### src/rtl/difftest_step_pkg.sv
// Shared types and constants for the difftest step scheduler.
package difftest_step_pkg;

  typedef enum logic [1:0] {
    ACCUM     = 2'd0,
    ISSUE     = 2'd1,
    HALT_PEND = 2'd2,
    HALT      = 2'd3
  } step_state_e;

  // Largest accumulator value that can still absorb one full cycle of steps
  // from every core without wrapping.
  function automatic int unsigned stall_margin(input int unsigned acc_w,
                                               input int unsigned num_core,
                                               input int unsigned step_w);
    return ((32'd1 << acc_w) - 32'd1) - num_core * ((32'd1 << step_w) - 32'd1);
  endfunction

endpackage

### src/rtl/difftest_step_sum.sv
// Combinational reduction of the packed per-core step counts into one total.
module difftest_step_sum
  import difftest_step_pkg::*;
#(
  parameter int NUM_CORE = 2,
  parameter int STEP_W   = 8,
  parameter int ACC_W    = 16
) (
  input  logic [NUM_CORE*STEP_W-1:0] i_core_step,
  output logic [ACC_W-1:0]           o_sum
);

  // NOTE: default the output before the loop so no latch is inferred.
  always_comb begin
    o_sum = '0;
    for (int i = 0; i < NUM_CORE; i++) begin
      o_sum = o_sum + ACC_W'(i_core_step[i*STEP_W +: STEP_W]);
    end
  end

endmodule

### src/rtl/difftest_step_scheduler.sv
// Batches per-core commit steps into one host step request with overflow stall
// and result-driven halt. Optional idle flush: DIFFTEST_STEP_TIMEOUT_EN.
module difftest_step_scheduler
  import difftest_step_pkg::*;
#(
  parameter int NUM_CORE     = 2,
  parameter int STEP_W       = 8,
  parameter int ACC_W        = 16,
  parameter int BATCH_THRESH = 64,
  parameter int TIMEOUT      = 32
) (
  input  logic                       clock,
  input  logic                       reset,
  input  logic [NUM_CORE*STEP_W-1:0] core_step,
  input  logic [7:0]                 simv_result,
  output logic                       out_valid,
  input  logic                       out_ready,
  output logic [ACC_W-1:0]           out_step,
  output logic                       stall,
  output logic                       halted,
  output logic [7:0]                 result_code
);

  localparam logic [ACC_W-1:0] STALL_MARGIN =
    ACC_W'(stall_margin(ACC_W, NUM_CORE, STEP_W));

  step_state_e      r_state;
  logic [ACC_W-1:0] r_acc;
  logic [ACC_W-1:0] r_out_step;
  logic             r_out_valid;
  logic             r_stall;
  logic             r_halted;
  logic [7:0]       r_result_code;

  logic [ACC_W-1:0] w_sum;
  logic [ACC_W-1:0] w_acc_nxt;
  logic             w_over;
  logic             w_result_nz;
  logic             w_tmo_fire;
  logic             w_flush;

  difftest_step_sum #(
    .NUM_CORE (NUM_CORE),
    .STEP_W   (STEP_W),
    .ACC_W    (ACC_W)
  ) u_sum (
    .i_core_step (core_step),
    .o_sum       (w_sum)
  );

  assign w_acc_nxt   = r_acc + (r_stall ? '0 : w_sum);
  assign w_over      = w_acc_nxt > STALL_MARGIN;
  assign w_result_nz = simv_result != 8'd0;
  assign w_flush     = (r_state == ACCUM) && !w_result_nz &&
                       ((w_acc_nxt >= ACC_W'(BATCH_THRESH)) || w_tmo_fire);

`ifdef DIFFTEST_STEP_TIMEOUT_EN
  localparam int TMO_W = $clog2(TIMEOUT + 1);

  logic [TMO_W-1:0] r_tmo_cnt;

  assign w_tmo_fire = r_tmo_cnt == TMO_W'(TIMEOUT);

  // Counts idle ACCUM cycles holding a residual; any other situation restarts it.
  always_ff @(posedge clock) begin
    if (reset || w_flush || r_state != ACCUM) begin
      r_tmo_cnt <= '0;
    end else if (r_acc != '0) begin
      r_tmo_cnt <= r_tmo_cnt + TMO_W'(1);
    end
  end
`else
  // No idle flush in this build; residual steps wait for the threshold.
  assign w_tmo_fire = 1'b0 & (TIMEOUT != 0);
`endif

  // NOTE: sequential state uses non-blocking assignments only.
  always_ff @(posedge clock) begin
    if (reset) begin
      r_state       <= ACCUM;
      r_acc         <= '0;
      r_out_step    <= '0;
      r_out_valid   <= 1'b0;
      r_stall       <= 1'b0;
      r_halted      <= 1'b0;
      r_result_code <= 8'd0;
    end else begin
      if (!r_halted && w_result_nz) begin
        r_halted      <= 1'b1;
        r_result_code <= simv_result;
      end

      case (r_state)
        ACCUM: begin
          if (w_result_nz) begin
            r_state <= HALT;
            r_acc   <= '0;
            r_stall <= 1'b1;
          end else if (w_flush) begin
            r_out_step  <= w_acc_nxt;
            r_out_valid <= 1'b1;
            r_acc       <= '0;
            r_stall     <= 1'b0;
            r_state     <= ISSUE;
          end else begin
            r_acc   <= w_acc_nxt;
            r_stall <= w_over;
          end
        end

        ISSUE: begin
          r_acc <= w_acc_nxt;
          if (out_ready) begin
            r_out_valid <= 1'b0;
            if (w_result_nz) begin
              r_state <= HALT;
              r_acc   <= '0;
              r_stall <= 1'b1;
            end else begin
              r_state <= ACCUM;
              r_stall <= w_over;
            end
          end else if (w_result_nz) begin
            r_state <= HALT_PEND;
            r_stall <= 1'b1;
          end else begin
            r_stall <= w_over;
          end
        end

        HALT_PEND: begin
          r_stall <= 1'b1;
          if (out_ready) begin
            r_out_valid <= 1'b0;
            r_acc       <= '0;
            r_state     <= HALT;
          end
        end

        HALT: begin
          r_acc       <= '0;
          r_out_valid <= 1'b0;
          r_stall     <= 1'b1;
        end

        default: r_state <= ACCUM;
      endcase
    end
  end

  assign out_valid   = r_out_valid;
  assign out_step    = r_out_step;
  assign stall       = r_stall;
  assign halted      = r_halted;
  assign result_code = r_result_code;

endmodule

### config.mk
export PLATFORM = sky130hd
export DESIGN_NAME = difftest_step_scheduler
export DESIGN_NICKNAME = d
export VERILOG_FILES = /design/src/rtl/difftest_step_pkg.sv /design/src/rtl/difftest_step_sum.sv /design/src/rtl/difftest_step_scheduler.sv
export SDC_FILE = /design/constraint.sdc
export NUM_CORES = 1
export LEC_CHECK = 0
export CORE_ASPECT_RATIO = 1.4
export CORE_MARGIN = 2
export CORE_UTILIZATION = 50
export CTS_BUF_LIST = sky130_fd_sc_hd__clkbuf_2 sky130_fd_sc_hd__clkbuf_4 sky130_fd_sc_hd__clkbuf_8
export DETAILED_ROUTE_END_ITERATION = 8
export PLACE_DENSITY_LB_ADDON = 0.2
export SETUP_SLACK_MARGIN = 0.4
export SYNTH_ARGS = -nofsm -noshare
export SYNTH_HDL_FRONTEND = slang
export SYNTH_SLANG_ARGS = --single-unit
### constraint.sdc
create_clock -name clock -period 4.95 [get_ports clock]
set_input_delay 0.495 -clock clock [delete_from_list [all_inputs] [get_ports clock]]
set_output_delay 0.495 -clock clock [all_outputs]
set_load 0.1 [all_outputs]
==> results by group <==
Route
  – Initial DRT Pass Iterations: 4
  – DR vias/cell: ~5.7
  – Routed Antenna Nets: 0
  – Routed WL: 7080 um
  – Vias: ~2.7k
  – Initial DRC Count: between 100 and 150
  – DRC: 0
  – Routed length per instance: 14.7 um

Layout
  – Post-layout util: 67.9%
  – Area delta synth->final: 32.8%
  – Share of layout cells above drive strength 1: between 10% and 20%
  – Nets@finish: 463
  – Diodes inserted: 0

Timing
  – RSZ-0062 raised after global routing: no
  – Clock Skews: ~4.4 ps
  – Slew Limit Fails: 0
  – Max Clock Freq: around 230 MHz
  – Worst slew pin tran: 993 ps
  – Tmin final: 4270 ps
  – Worst setup margin: 678 ps
  – Final worst path period share: a little under nine tenths
  – Setup TNS: 0 ps
  – Slew headroom: between 30% and 40%
  – Final count of hold timing violations: 0
  – Final setup fails: 0

Pwr
  – Maximum vdd drop: around 0.27 mV
  – Leak: 1.63 nW
  – PwrDens: 291 nW/um^2
  – Design Power: about 1.1 mW

Logic synthesis
  – Commonest register cell after synthesis: dfxtp_1
  – Synth Register Bits: 45
  – Mapped Area: about 3000 um^2
  – Synth Area per Inst: 8.70 um^2
  – Ys Warns: 0
  – EDFF count, synth: 0
  – Syn Inst Count: between 300 and 400
  – Synth async-reset ratio: 0%
  – Syn Nets: 392
  – Yosys cell types: 57
  – Sequential-to-total area share from yosys stat: 30.5%

Place
  – Port Buffer Count: 53
  – Final HPWL from detailed placement: 5220 um
  – Post-place setup slack: -133 ps
  – Gpl congestion: between 0.8 and 0.9

Global route
  – First-pass GRT wire length: approximately 11,000 um
  – Largest net degree at the start of global routing: 31
  – Gr ovfl total: 0
  – Antenna violations before repair: 0
  – All-Layer GR Usage: 22.5%
  – Vias in the first global route: ~2.6k

Critical path
  – Max FO, Critical Path: 7
  – WS Path Type: in2reg
  – Type of origin of the critical path: primary input
  – Crit path DAT: 4520 ps
  – CP Data Required Time: ~5200 ps
  – Crit end category: register

Clock tree
  – TritonCTS clock tree: yes
  – Worst-skew pair later-pin latency: approximately 300 ps
  – Clk slew on worst S/H paths: about 90 ps
  – Clk buf depth: 2
  – CTS Buf Count: 5
  – H-tree levels: 2
  – Root buffer cell: clkbuf_8
  – Clk sinks: 45

Floorplan
  – Effective utilization at floorplan: about half
  – Top-Level Pins: 54
  – Die ar.: between 6000 and 7000 um^2
  – Core footprint: 5780 um^2
  – Horiz. Die Dim: about 69 um
  – # rows: 33
  – Chip Height: 95.0 um

Hold path
  – Hold Path Class: reg2reg

Outcome
  – Status: complete, no violations

Job
  – Maxcap violations: 0
worst max-delay path: stages:
cell and delay, ps:
clkdlybuf4s50_1 500, ha_4 210, a21oi_2 160, o21bai_1 90, a21oi_2 150, o21bai_1 70, a21oi_1 180, xor2_1 180
nor2_1 70, ha_1 340, buf_4 170, a211oi_2 180, o211ai_1 100, o211a_1 170, nor3_4 220, buf_4 140
or4b_4 510, o31ai_4 390, a22o_1 180
layout by cell type, fill, tap and decap left out, types with 2 or more instances in the layout:
| cell type | instances |
|---|---|
| a211oi_1 | 7 |
| a211oi_2 | 2 |
| a21o_1 | 9 |
| a21oi_1 | 9 |
| a21oi_2 | 4 |
| a22o_1 | 7 |
| a22oi_1 | 4 |
| a2bb2oi_1 | 2 |
| a31oi_1 | 5 |
| and2_1 | 3 |
| and3_1 | 4 |
| buf_4 | 28 |
| clkbuf_8 | 5 |
| clkdlybuf4s50_1 | 48 |
| dfxtp_1 | 45 |
| dlymetal6s2s_1 | 5 |
| ha_1 | 20 |
| ha_2 | 2 |
| inv_1 | 15 |
| mux2i_1 | 20 |
| nand2_1 | 13 |
| nand2b_1 | 7 |
| nand3_1 | 5 |
| nand4_1 | 4 |
| nor2_1 | 42 |
| nor2b_1 | 7 |
| nor3_1 | 7 |
| nor4_1 | 3 |
| o211ai_1 | 3 |
| o21ai_0 | 10 |
| o21ai_1 | 7 |
| o21bai_1 | 3 |
| o22ai_1 | 2 |
| o31ai_4 | 2 |
| xnor2_1 | 13 |
| xor2_1 | 8 |
synthesized netlist by cell type, types with 2 or more instances:
cell       instances  area share [%]
dfxtp_1           45              30
nor2_1            42             5.3
ha_1              23             9.7
mux2i_1           21             7.1
inv_1             16             2.0
a21oi_1           13             2.2
clkbuf_1          13             1.7
nand2_1           13             1.7
xnor2_1           13             3.9
o21ai_0           12             2.0
a21o_1             9             2.3
a211oi_1           8             2.0
nor2b_1            8             1.7
xor2_1             8             2.4
a22o_1             7             2.1
nand2b_1           7             1.5
nor3_1             7             1.2
a31oi_1            5             1.1
nand3_1            5            0.85
o21ai_1            5            0.85
a22oi_1            4             1.0
and3_1             4            0.85
nand4_1            4            0.85
and2_1             3            0.63
buf_2              3            0.51
nor4_1             3            0.63
o211ai_1           3            0.76
o21bai_1           3            0.76
a2bb2oi_1          2            0.59
buf_6              2            0.76
fa_1               2             1.4
o22ai_1            2            0.42
through the flow:
step                cell area [um^2]  hold WS [ps]  cells
global placement                3640           447    464
floorplan                       2960           425    340
detailed placement              3640           475    464
global route                    3930           509    482
finish                          3930           497    482
CTS                             3810           488    477
registers in the layout, summed over array words and instances (netlist names):
signal	cells
stall	1
out_valid	1
result_code	8
out_step	16
r_acc	16
r_state	2
halted	1
per-layer routing:
layer | up-vias | track usage (%) | wire length [um]
met1 | 1288 | 25.9 | 2930
met4 | 0 | 8.82 | 175
met2 | 72 | 40.4 | 3660
met5 | - | 0 | 0
met3 | 10 | 3.22 | 311
li1 | 1355 | - | -
cell type report:
class	instances	area, um^2
multi-input cells	260	1980
fillers	498	1850
flip-flops and latches	45	901
repair buffers	83	785
well taps	70	87.6
clock buffers	6	76.3
inverters	16	60.1
clock inverters	2	38.8
cells by family (layout without fill, tap and decap cells):
| kind of cell | count (synthesis) | in the layout | share of synthesized area, % |
|---|---|---|---|
| DFF | 45 | 45 | 30.5 |
| AOI/OAI and AO/OA | 90 | 90 | 22.1 |
| xor gates and xnor gates | 21 | 21 | 6.22 |
| buffers and inverters | 35 | 107 | 5.12 |
| and+or+nand+nor | 103 | 103 | 17.9 |
| adders and majority gates | 25 | 25 | 11.1 |
| muxes | 21 | 21 | 7.11 |
power breakdown:
part | switching, mW | internal (mW) | leakage, nW | total [mW]
clock | 0.128 | 0.157 | 0.0588 | 0.286
combinational | 0.260 | 0.196 | 1.20 | 0.456
sequential | 0.0187 | 0.381 | 0.366 | 0.400
total | 0.407 | 0.734 | 1.63 | 1.14
path summary, 6_finish.rpt:
check | from | end | slack (ps) | depth (start not counted)
max | core_step[10] | r_acc[0] | 680 | 19
min | r_acc[8] | r_acc[8] | 500 | 2
max reg2reg | stall | r_acc[0] | 1600 | 12
min reg2reg | r_acc[8] | r_acc[8] | 500 | 2
what timing repair did:
action | 4_1_cts | 5_1_grt
buffers inserted | 5 | 5
hold buffers | 0 | 0
endpoints found under the setup margin | 27 | 34
resized for setup | 3 | 20
pin swaps | 6 | 23
(Power assumes the default switching activity.)
